`config.mk`:
```
export PLATFORM = sky130hd
export DESIGN_NAME = iris_class_collector
export DESIGN_NICKNAME = d
export VERILOG_FILES = /design/src/rtl/iris_class_collector.sv
export SDC_FILE = /design/constraint.sdc
export NUM_CORES = 1
export LEC_CHECK = 0
export BUFFER_PORTS_ARGS = -buffer_cell sky130_fd_sc_hd__buf_4
export CORE_ASPECT_RATIO = 0.7
export CORE_MARGIN = 5
export CORE_UTILIZATION = 56
export DETAILED_ROUTE_END_ITERATION = 10
export PLACE_DENSITY = 0.9
export SETUP_SLACK_MARGIN = 0.5
export SLEW_MARGIN = 10
export SYNTH_ARGS = -nofsm -noshare
export SYNTH_HDL_FRONTEND = slang
export SYNTH_SLANG_ARGS = --single-unit
export TNS_END_PERCENT = 10
```
`constraint.sdc`:
```
create_clock -name clk -period 2.75 [get_ports clk]
set_clock_uncertainty 0.05 [all_clocks]
set_input_delay 0.1375 -clock clk [delete_from_list [all_inputs] [get_ports clk]]
set_output_delay 0.1375 -clock clk [all_outputs]
set_load 0.01 [all_outputs]
```
`src/rtl/iris_class_collector.sv`:
```
// Iris output-layer collector: drives the shared Run/En handshake of the three
// output neurons and discards their flush pass. It captures the eval-pass scores,
// resolves the winning class by sequential argmax, and offers it upstream with a
// valid/ack handshake. A per-pass watchdog reports a stalled neuron.
module iris_class_collector #(
  parameter int DATA_WIDTH = 8,
  parameter int TIMEOUT    = 31
) (
  input  logic                         clk,
  input  logic                         rst_n,
  input  logic                         start,
  input  logic signed [DATA_WIDTH+5:0] Y0,
  input  logic signed [DATA_WIDTH+5:0] Y1,
  input  logic signed [DATA_WIDTH+5:0] Y2,
  input  logic                         Ready0,
  input  logic                         Ready1,
  input  logic                         Ready2,
  output logic                         Run,
  output logic                         En,
  output logic                         busy,
  output logic                         valid,
  input  logic                         ack,
  output logic [1:0]                   class_idx,
  output logic signed [DATA_WIDTH+5:0] max_score,
  output logic                         timeout_err
);

  localparam int SW = DATA_WIDTH + 6;
  localparam int CW = $clog2(TIMEOUT + 1);
  localparam logic [CW-1:0] TO_LIM = CW'(TIMEOUT);

  typedef enum logic [2:0] {
    IDLE, FLUSH_PASS, EVAL_PASS, CMP1, CMP2, DONE
  } state_t;

  state_t                 state, state_d;
  logic [2:0]             flags, flags_d;
  logic [CW-1:0]          cnt, cnt_d, cnt_inc;
  logic                   run_d, valid_d, terr_d;
  logic [1:0]             cls_d;
  logic signed [SW-1:0]   max_d;
  logic signed [SW-1:0]   s0, s1, s2, bscore;
  logic [1:0]             best;
  logic [2:0]             seen;
  logic                   all_seen;

  // A Ready pulse counts toward completion in the very cycle it arrives.
  assign seen     = flags | {Ready2, Ready1, Ready0};
  assign all_seen = &seen;
  assign cnt_inc  = cnt + CW'(1);
  assign busy     = (state != IDLE);

  // Next-state and next-output decode; every target defaults to holding.
  always_comb begin
    state_d = state;
    flags_d = flags;
    cnt_d   = cnt;
    run_d   = Run;
    valid_d = valid;
    terr_d  = timeout_err;
    cls_d   = class_idx;
    max_d   = max_score;
    unique case (state)
      IDLE: begin
        if (start) begin
          run_d   = 1'b1;
          flags_d = '0;
          cnt_d   = '0;
          state_d = FLUSH_PASS;
        end
      end
      FLUSH_PASS, EVAL_PASS: begin
        flags_d = seen;
        cnt_d   = cnt_inc;
        if (all_seen) begin
          if (state == FLUSH_PASS) begin
            // Dropping Run sends the neurons into their real evaluation pass.
            run_d   = 1'b0;
            flags_d = '0;
            cnt_d   = '0;
            state_d = EVAL_PASS;
          end else begin
            state_d = CMP1;
          end
        end else if (cnt_inc == TO_LIM) begin
          run_d   = 1'b0;
          cls_d   = '0;
          max_d   = '0;
          terr_d  = 1'b1;
          valid_d = 1'b1;
          state_d = DONE;
        end
      end
      CMP1: state_d = CMP2;
      CMP2: begin
        // Strict compare keeps ties on the lower index.
        if (s2 > bscore) begin
          cls_d = 2'd2;
          max_d = s2;
        end else begin
          cls_d = best;
          max_d = bscore;
        end
        terr_d  = 1'b0;
        valid_d = 1'b1;
        state_d = DONE;
      end
      DONE: begin
        if (ack) begin
          valid_d = 1'b0;
          terr_d  = 1'b0;
          state_d = IDLE;
        end
      end
      default: state_d = IDLE;
    endcase
  end

  // Control and result registers; En rises on the first clock after reset.
  always_ff @(posedge clk or negedge rst_n) begin
    if (!rst_n) begin
      state       <= IDLE;
      flags       <= '0;
      cnt         <= '0;
      Run         <= 1'b0;
      En          <= 1'b0;
      valid       <= 1'b0;
      timeout_err <= 1'b0;
      class_idx   <= '0;
      max_score   <= '0;
    end else begin
      state       <= state_d;
      flags       <= flags_d;
      cnt         <= cnt_d;
      Run         <= run_d;
      En          <= 1'b1;
      valid       <= valid_d;
      timeout_err <= terr_d;
      class_idx   <= cls_d;
      max_score   <= max_d;
    end
  end

  // Score capture in the eval pass (latest Y wins), then first argmax step.
  always_ff @(posedge clk) begin
    if (state == EVAL_PASS) begin
      if (Ready0) s0 <= Y0;
      if (Ready1) s1 <= Y1;
      if (Ready2) s2 <= Y2;
    end
    if (state == CMP1) begin
      if (s1 > s0) begin
        best   <= 2'd1;
        bscore <= s1;
      end else begin
        best   <= 2'd0;
        bscore <= s0;
      end
    end
  end

endmodule

```
## After elaboration in Yosys (flattened, before gate mapping)

Index checks and enable logic that the tools add are counted.

- Output and inout bits: 21
- Bits of input ports: 49
- Register bits: 89

- Order comparisons: 2
- Equality and inequality tests: 12
- Add/subtract/negate cells: 1
- Mux-type cells: 34
- Reduce and logical (&&, ||, !) cells: 15
- Bitwise operators: 1

Operator list:

| operator | number |
|---|---|
| $mux W14 | 4 |
| $gt A14 B14 Y1 | 2 |
| $pmux W14 S2 | 1 |
| $mux W3 | 7 |
| $mux W5 | 3 |
| $pmux W3 S5 | 1 |
| $pmux W5 S2 | 1 |
| $mux W1 | 9 |
| $reduce_and A3 Y1 | 3 |
| $ne A2 B2 Y1 const B | 4 |
| $reduce_and A2 Y1 | 4 |
| $reduce_and A4 Y1 | 2 |
| $eq A3 B2 Y1 const B | 2 |
| $eq A3 B3 Y1 const B | 2 |
| $mux W2 | 3 |
| $ne A3 B3 Y1 const B | 2 |
| $pmux W1 S3 | 2 |
| $pmux W3 S2 | 1 |
| $reduce_bool A3 Y1 | 2 |
| $add A5 B1 Y5 const B | 1 |
| $eq A5 B5 Y1 const B | 1 |
| $pmux W2 S2 | 1 |
| $reduce_bool A2 Y1 | 2 |
| $eq A3 B1 Y1 const B | 1 |
| 4 further kinds | 4 |

## Logic depth before layout (Yosys ltp)

Gate-level depths: netlist of the first run.

- Word-level depth: 5
- Depth in mapped cells: 10
- Depth with buffers taken out: 8

## Worst setup path after synthesis of the first run

No wires, ideal clock.

- Kind: reg2reg
- From: register s1[13]
- To: register bscore[10], data pin
- Cell stages (with the launch flop): 9
- Arrival: 2.099 ns
- Path buffers: 2
- Clock period less this slack: 2.411 ns
- Path slack: 0.339 ns
- Cell sequence: edfxtp_1 ha_1 inv_1 or3_1 a211oi_1 a221o_1 buf_2 buf_2 mux2_1

- Longest elaborated chain between the ends: 2

Ends and longest elaborated chain:

| item | RTL line | RTL |
|---|---|---|
| start, declared | 42 | `logic signed [SW-1:0] s0, s1, s2, bscore;` |
| start signal, assigned | 148 | `if (Ready1) s1 <= Y1;` |
| $gt A14 B14 Y1 | 152 | `if (s1 > s0) begin` |
| $mux W14 | 152 |  |
| end signal, assigned | 154 | `bscore <= s1;` |
| end signal, assigned | 157 | `bscore <= s0;` |
| end, declared | 42 |  |

No other way between the ends.
A chain may end at the register's enable or synchronous reset.

## Final worst setup path of the first run

- From: register s1[12]
- To: register bscore[12], data pin

- Longest elaborated chain between the ends: 2

Ends and longest elaborated chain:

| item | RTL line |
|---|---|
| $gt A14 B14 Y1 | 152 |
| $mux W14 * | 152 |

Mark *: on every way between the ends. The rest lies on a longest branch, timed or not.

==> impl_metrics.ini, run 1 <==
[logic_synthesis]
yosysSeqAreaShare_pct = 59.7
synthArstFlopShare_pct = 35.2
yosysUniqueCellTypes = 52
synth_edf_count = 57
syn-cell-area_um2 = 4170
synth.largest_area_cell = edfxtp_1
synthFlopType = edfxtp_1
ys_ff_latch = 88
synthCells = 325
syn_avg_cell_area_um2 = 12.8
synth.cells.most_frequent = 57 x edfxtp_1, 33 x inv_1, 31 x dfrtp_1, 30 x ha_1, 16 x and2_1
netlist.area_leader.share_pct = 41.1
synth_nets = 404
yosys_warnings = 0
synthTopCellsByArea = edfxtp_1 41%, dfrtp_1 19%, ha_1 9.0%, mux2_1 3.8%, a221o_1 3.4%
synthMostInstantiatedCell = edfxtp_1

[setup_path]
cp.arrival_ns = 2.52
cp-start-kind = flip-flop
required_ns = 2.82
rr_worst_depth = 7
crit_path_top_delay_cell = edfxtp_1
rrSetupSlack_ns = 0.30
regToRegStartpoint = s1[12]
critPathTopFamily = compound AO/OA/AOI/OAI gates
cp_slowest_stage_delay_ns = 0.47
critPathCapture = bscore[12]
critPathKind = flip-flop to flip-flop
worstPathCellList = ha_4 -> nand4_1 -> nor2_1 -> o21ai_2 -> a221o_1 -> buf_6 -> mux2_1
cp-end-kind = flip-flop
r2r-end = bscore[12]
cp-startpoint = s1[12]
crit_fanout = 7
cp_num_cells = 7
cp_num_buf_inv = 1

[sta]
max_freq_ghz = 0.407
final.setup.tns_ns = 0
maxSlewHeadroom_pct = 48.0
finalSetupViolations = 0
final.period_utilization_pct = 89.3
worst_pin_slew_ns = 0.773
hold_viol_final = 0
rsz0062_at_grt = yes
period_minus_slack_ns = 2.45
slew_viol_final = 0

[hold_path]
worst_hold_startpoint = ack
hp-class = input pin to flip-flop

[power]
p_per_area_nw_per_um2 = 755
vdd_ir_drop_max_mv = 0.412
p_leak_nw = 2.48

[grt]
track_usage_pct = 23.0
grt_pass1_wl_mm = 16.4
grt_pass1_vias = 3238
grt_max_degree = 32
antenna_found_initial = 0
gr-total-overflow = 0

[drt]
drtAntennaViolNets = 0
remaining_drc_errors = 0
vias = 3227
dr.first_iter.drc_count = 279
drt_wl_total_mm = 10.9
drt_pass1_iterations = 6
vias_per_cell = 5.71
post_drt_wl_per_cell_um = 19.4

[place]
port_buffers = 69
place_hpwl_mm = 6.48
place_inst = 488
gp_congestion = 0.875

[cts]
clock-sinks = 88
cts_buffers = 9
root_buffer = clkbuf_8
h-tree-depth = 3
cts_tree = built
cts_buffer_depth = 2
clkLatencyLatePin_ns = 0.37
cts.clk_slew.worst_paths_ns = 0.09

[floorplanning]
fp.dieH_um = 82.2
num_rows = 26
ios = 70
start_util_pct = 57.2
die_w_um = 113
dieArea_um2 = 9300
core_area_um2 = 7290

[layout]
diodes = 0
drive_gt1_share_pct = 28.5
syn_to_final_growth_pct = 38.8
final_core_util_pct = 79.4
final_cells = 565
final_nets = 541

[outcome]
outcome = finished, final reports clean

[job]
drv_cap = 0
per-stage QoR:
step | power, mW | hold slack, ns | worst slack, ns | cell area [um2]
final | 4.37 | 0.0361 | 0.296 | 5780
after global routing | 4.58 | 0.0454 | 0.218 | 5780
after CTS | 4.18 | 0.0272 | 0.395 | 5530
after detailed placement | 3.16 | 0.0484 | 0.363 | 4810
after global placement | 3.09 | 0.0418 | 0.408 | 4810
after floorplan | 2.66 | -0.208 | 0.462 | 4190
sequential cells by signal (all words and copies together), names as in the netlist:
name         flops
state            3
valid            1
bscore          14
s2              14
class_idx        2
s1              14
En               1
best             1
s0              14
Run              1
flags            3
max_score       14
timeout_err      1
cnt              5
repair_timing:
item	in CTS	in global routing
hold endpoints to repair	77	0
setup endpoints to repair	27	72
hold buffers	47	0
pin swaps	16	11
gates cloned	1	2
buffers inserted	3	8
resized for setup	3	34
worst reg2reg max path, delay by kind of cell, from the launching register on:
family / cells / cell delay, ns
adder cells (fa/ha/maj): 1 / 0.31
buffers and inverters: 1 / 0.16
multiplexers: 1 / 0.33
AND/OR/NAND/NOR: 2 / 0.39
flip-flops: 1 / 0.47
AO/OA/AOI/OAI: 2 / 0.48
final cells by class:
| type | count | area [um2] |
|---|---|---|
| Fill cell | 387 | 1500 |
| Timing Repair Buffer | 133 | 1130 |
| Clock inverter | 5 | 81.3 |
| Sequential cell | 88 | 2490 |
| Tap cell | 98 | 123 |
| Inverter | 34 | 128 |
| Multi-Input combinational cell | 196 | 1700 |
| Clock buffer | 11 | 131 |
logic make-up (layout without fill, tap and decap cells):
| logic type | Yosys count | count (layout) | synth area share [%] |
|---|---|---|---|
| AO/OA/AOI/OAI | 70 | 71 | 12.5 |
| XOR/XNOR | 2 | 2 | 0.420 |
| adder cells (fa/ha/maj) | 30 | 30 | 9.01 |
| buffers and inverters | 43 | 183 | 4.32 |
| flip-flops | 88 | 88 | 59.7 |
| multiplexers | 15 | 15 | 4.02 |
| other | 1 | 1 | 0.0900 |
| AND/OR/NAND/NOR | 76 | 77 | 9.91 |
worst min-delay path by stage:
stage | end | slack, ns | cells past startpoint
6_report | timeout_err | 0.04 | 3
5_1_grt | timeout_err | 0.05 | 3
4_1_cts | timeout_err | 0.03 | 3
3_5_place_dp | state[2] | 0.05 | 1
3_3_place_gp | state[2] | 0.04 | 1
2_1_floorplan | En | -0.21 | 0
per-layer routing:
layer	wire [um]	global-route usage (%)	share of wire, %
met1	4350	29.0	40
met2	5530	39.9	51
met3	795	5.54	7.3
met4	252	7.44	2.3
met5	0	0	0
cell usage in the layout, fill, tap and decap left out, types with 3 or more instances in the layout:
cell type      instances
a21o_1                 6
a21oi_1                9
a21oi_2                4
a221o_1               14
a22o_1                 4
and2_1                16
buf_4                 82
buf_6                  4
clkbuf_8               9
dfrtp_1               31
dlygate4sd3_1         47
edfxtp_1              57
ha_1                  24
ha_4                   6
inv_1                 32
mux2_1                 6
mux2_4                 8
nand2_1               11
nand2b_1               4
nand3_1                7
nand4_1                5
nor2_1                15
nor2b_1                4
nor3_1                 3
o21ai_0                7
o21ai_1                3
o31a_1                 3
o31ai_1                4
power breakdown:
part,total [mW],internal [mW],switching [mW]
sequential,1.95,1.71,0.236
clock,0.967,0.513,0.455
combinational,1.45,0.745,0.709
total,4.37,2.97,1.40
Note: power is estimated with default switching activity, not from simulation.
==> inputs of run 2 (changes only) <==
Settings changed: GPL_ROUTABILITY_DRIVEN set to 0, RECOVER_POWER set to 100.
==> run 2 against run 1 <==
  * Combinational power is 8% lower
  * Sequential power hardly changed
  * Hold slack worse by 0.00065 ns
  * First-iteration DRC count is 15% lower
  * The flow now finishes with violations (capacitance limit, slew limit)
  * Routed wire length is 0.33% lower
  * Global-route usage stayed put
  * Largest power group unchanged
  * Design area is 1.7% lower
  * Final cell count stayed put
==> impl_metrics.ini, run 2 (same netlist as run 1, synthesis figures left out) <==
[sta]
final.period_utilization_pct = 93.7
final.setup.tns_ns = 0
hold_ws_ns = 0.0355
hold_viol_final = 0
maxSlewHeadroom_pct = -14.1
slew_viol_final = 32
worst_pin_slew_ns = 1.71
period_minus_slack_ns = 2.58
finalSetupViolations = 0
rsz0062_at_grt = yes
max_freq_ghz = 0.388

[setup_path]
critPathCapture = bscore[9]
cp-start-kind = flip-flop
required_ns = 2.82
crit_path_top_delay_cell = edfxtp_1
regToRegStartpoint = s1[12]
cp.arrival_ns = 2.64
rr_worst_depth = 7
r2r-end = bscore[9]
rrSetupSlack_ns = 0.17
cp-end-kind = flip-flop
critPathKind = flip-flop to flip-flop
worstPathCellList = ha_4 -> nand4_1 -> nor2_1 -> o21ai_2 -> a221o_1 -> clkbuf_2 -> mux2_4
crit_fanout = 8
cp-startpoint = s1[12]
cp_slowest_stage_delay_ns = 0.47

[drt]
remaining_drc_errors = 0
vias_per_cell = 5.72
dr_wl_met3_um = 822
wl_met1_mm = 4.33
vias = 3234
post_drt_wl_per_cell_um = 19.3
drt_pass1_iterations = 5
dr_wl_met2_mm = 5.48
dr.first_iter.drc_count = 238
top_layer_used = met4
drt_wl_total_mm = 10.9
drtAntennaViolNets = 0

[cts]
root_buffer = clkbuf_8
cts.clk_slew.worst_paths_ns = 0.08
cts_buffer_depth = 2
cts_tree = built
cts_buffers = 9
clkLatencyLatePin_ns = 0.37
h-tree-depth = 3
clock-sinks = 88

[grt]
track_usage_pct = 23.0
grt_pass1_wl_mm = 16.4
grt_pass1_vias = 3238
gr-total-overflow = 0
grt_max_degree = 32
antenna_found_initial = 0

[power]
pwr-share-comb_pct = 31.3
p_clk_share_pct = 22.9
p_per_area_nw_per_um2 = 746
p_leak_nw = 2.38
p_total_mw = 4.24
swShare_pct = 32.8
power_switching_mw = 1.39
vdd_ir_drop_max_mv = 0.389
p_int_mw = 2.85
pwr-share-seq_pct = 45.8

[place]
place_inst = 488
place_hpwl_mm = 6.48
port_buffers = 69

[layout]
final_cell_mix = 57 x edfxtp_1, 47 x dlygate4sd3_1, 42 x clkbuf_4
diodes = 0
seqCellArea_um2 = 2490
final_nets = 541
syn_to_final_growth_pct = 36.4
drive_gt1_share_pct = 23.1
final_common_cell = edfxtp_1
multiInputGateArea_um2 = 1700
final_cells = 565
fill_cells = 421

[floorplanning]
dieArea_um2 = 9300
start_util_pct = 57.2
die_w_um = 113
num_rows = 26
ios = 70
fp.dieH_um = 82.2
core_area_um2 = 7290

[outcome]
violations = capacitance limit, slew limit
outcome = finished with violations

[job]
drv_cap = 1

[hold_path]
hp-class = input pin to flip-flop
==> run 2: what timing repair did <==
| action | 4_1_cts | 5_1_grt |
|---|---|---|
| gates resized for setup | 3 | 34 |
| hold buffers | 47 | 0 |
| endpoints found under the hold margin | 77 | 0 |
| setup buffers | 3 | 8 |
| gates cloned | 1 | 2 |
| pin swaps | 16 | 11 |
| setup endpoints to repair | 27 | 72 |
==> run 2: power by group through the flow <==
stage | Clock [mW] | Sequential [mW] | Combinational [mW]
after floorplan | 0 | 1.93 | 0.739
after global placement | 0 | 1.93 | 1.16
after detailed placement | 0 | 1.95 | 1.21
after CTS | 0.961 | 1.92 | 1.30
after global routing | 1.03 | 1.97 | 1.46
final | 0.969 | 1.94 | 1.33
==> run 2: critical path: cells and delay by family (launching register included) <==
kind | cells | cell delay [ns]
simple gates | 2 | 0.40
flops | 1 | 0.47
mux | 1 | 0.36
buf+inv | 1 | 0.26
fa+ha+maj | 1 | 0.31
compound gates | 2 | 0.47
==> run 2: worst min-delay path by stage <==
stage | slack [ns] | start | end | cells after the start
after floorplan | -0.21 | rst_n | En | 0
after global placement | 0.04 | rst_n | state[2] | 1
after detailed placement | 0.05 | rst_n | state[2] | 1
after CTS | 0.03 | ack | timeout_err | 3
after global routing | 0.05 | ack | timeout_err | 3
final | 0.04 | ack | timeout_err | 3
==> run 2: per-stage QoR <==
step                      setup WS, ns  instance area, um2  utilization, %
after floorplan                  0.462                4190               -
after global placement           0.408                4810            66.0
after detailed placement         0.363                4810            66.0
after CTS                        0.395                5530            75.9
after global routing            0.0827                5680            78.0
final                            0.173                5680            78.0
==> run 2: layout make-up <==
cell class | count | share of cell area (%)
Clock buffer | 11 | 2.31
Clock inverter | 5 | 1.43
Inverter | 34 | 2.25
Multi-Input combinational cell | 196 | 29.8
Sequential cell | 88 | 43.8
Tap cell | 98 | 2.16
Timing Repair Buffer | 133 | 18.3
==> run 2: layer usage <==
metal / GRT usage [%] / vias up
li1: - / 1479
met1: 29.0 / 1553
met2: 39.9 / 170
met3: 5.54 / 32
met4: 7.44 / 0
met5: 0 / -
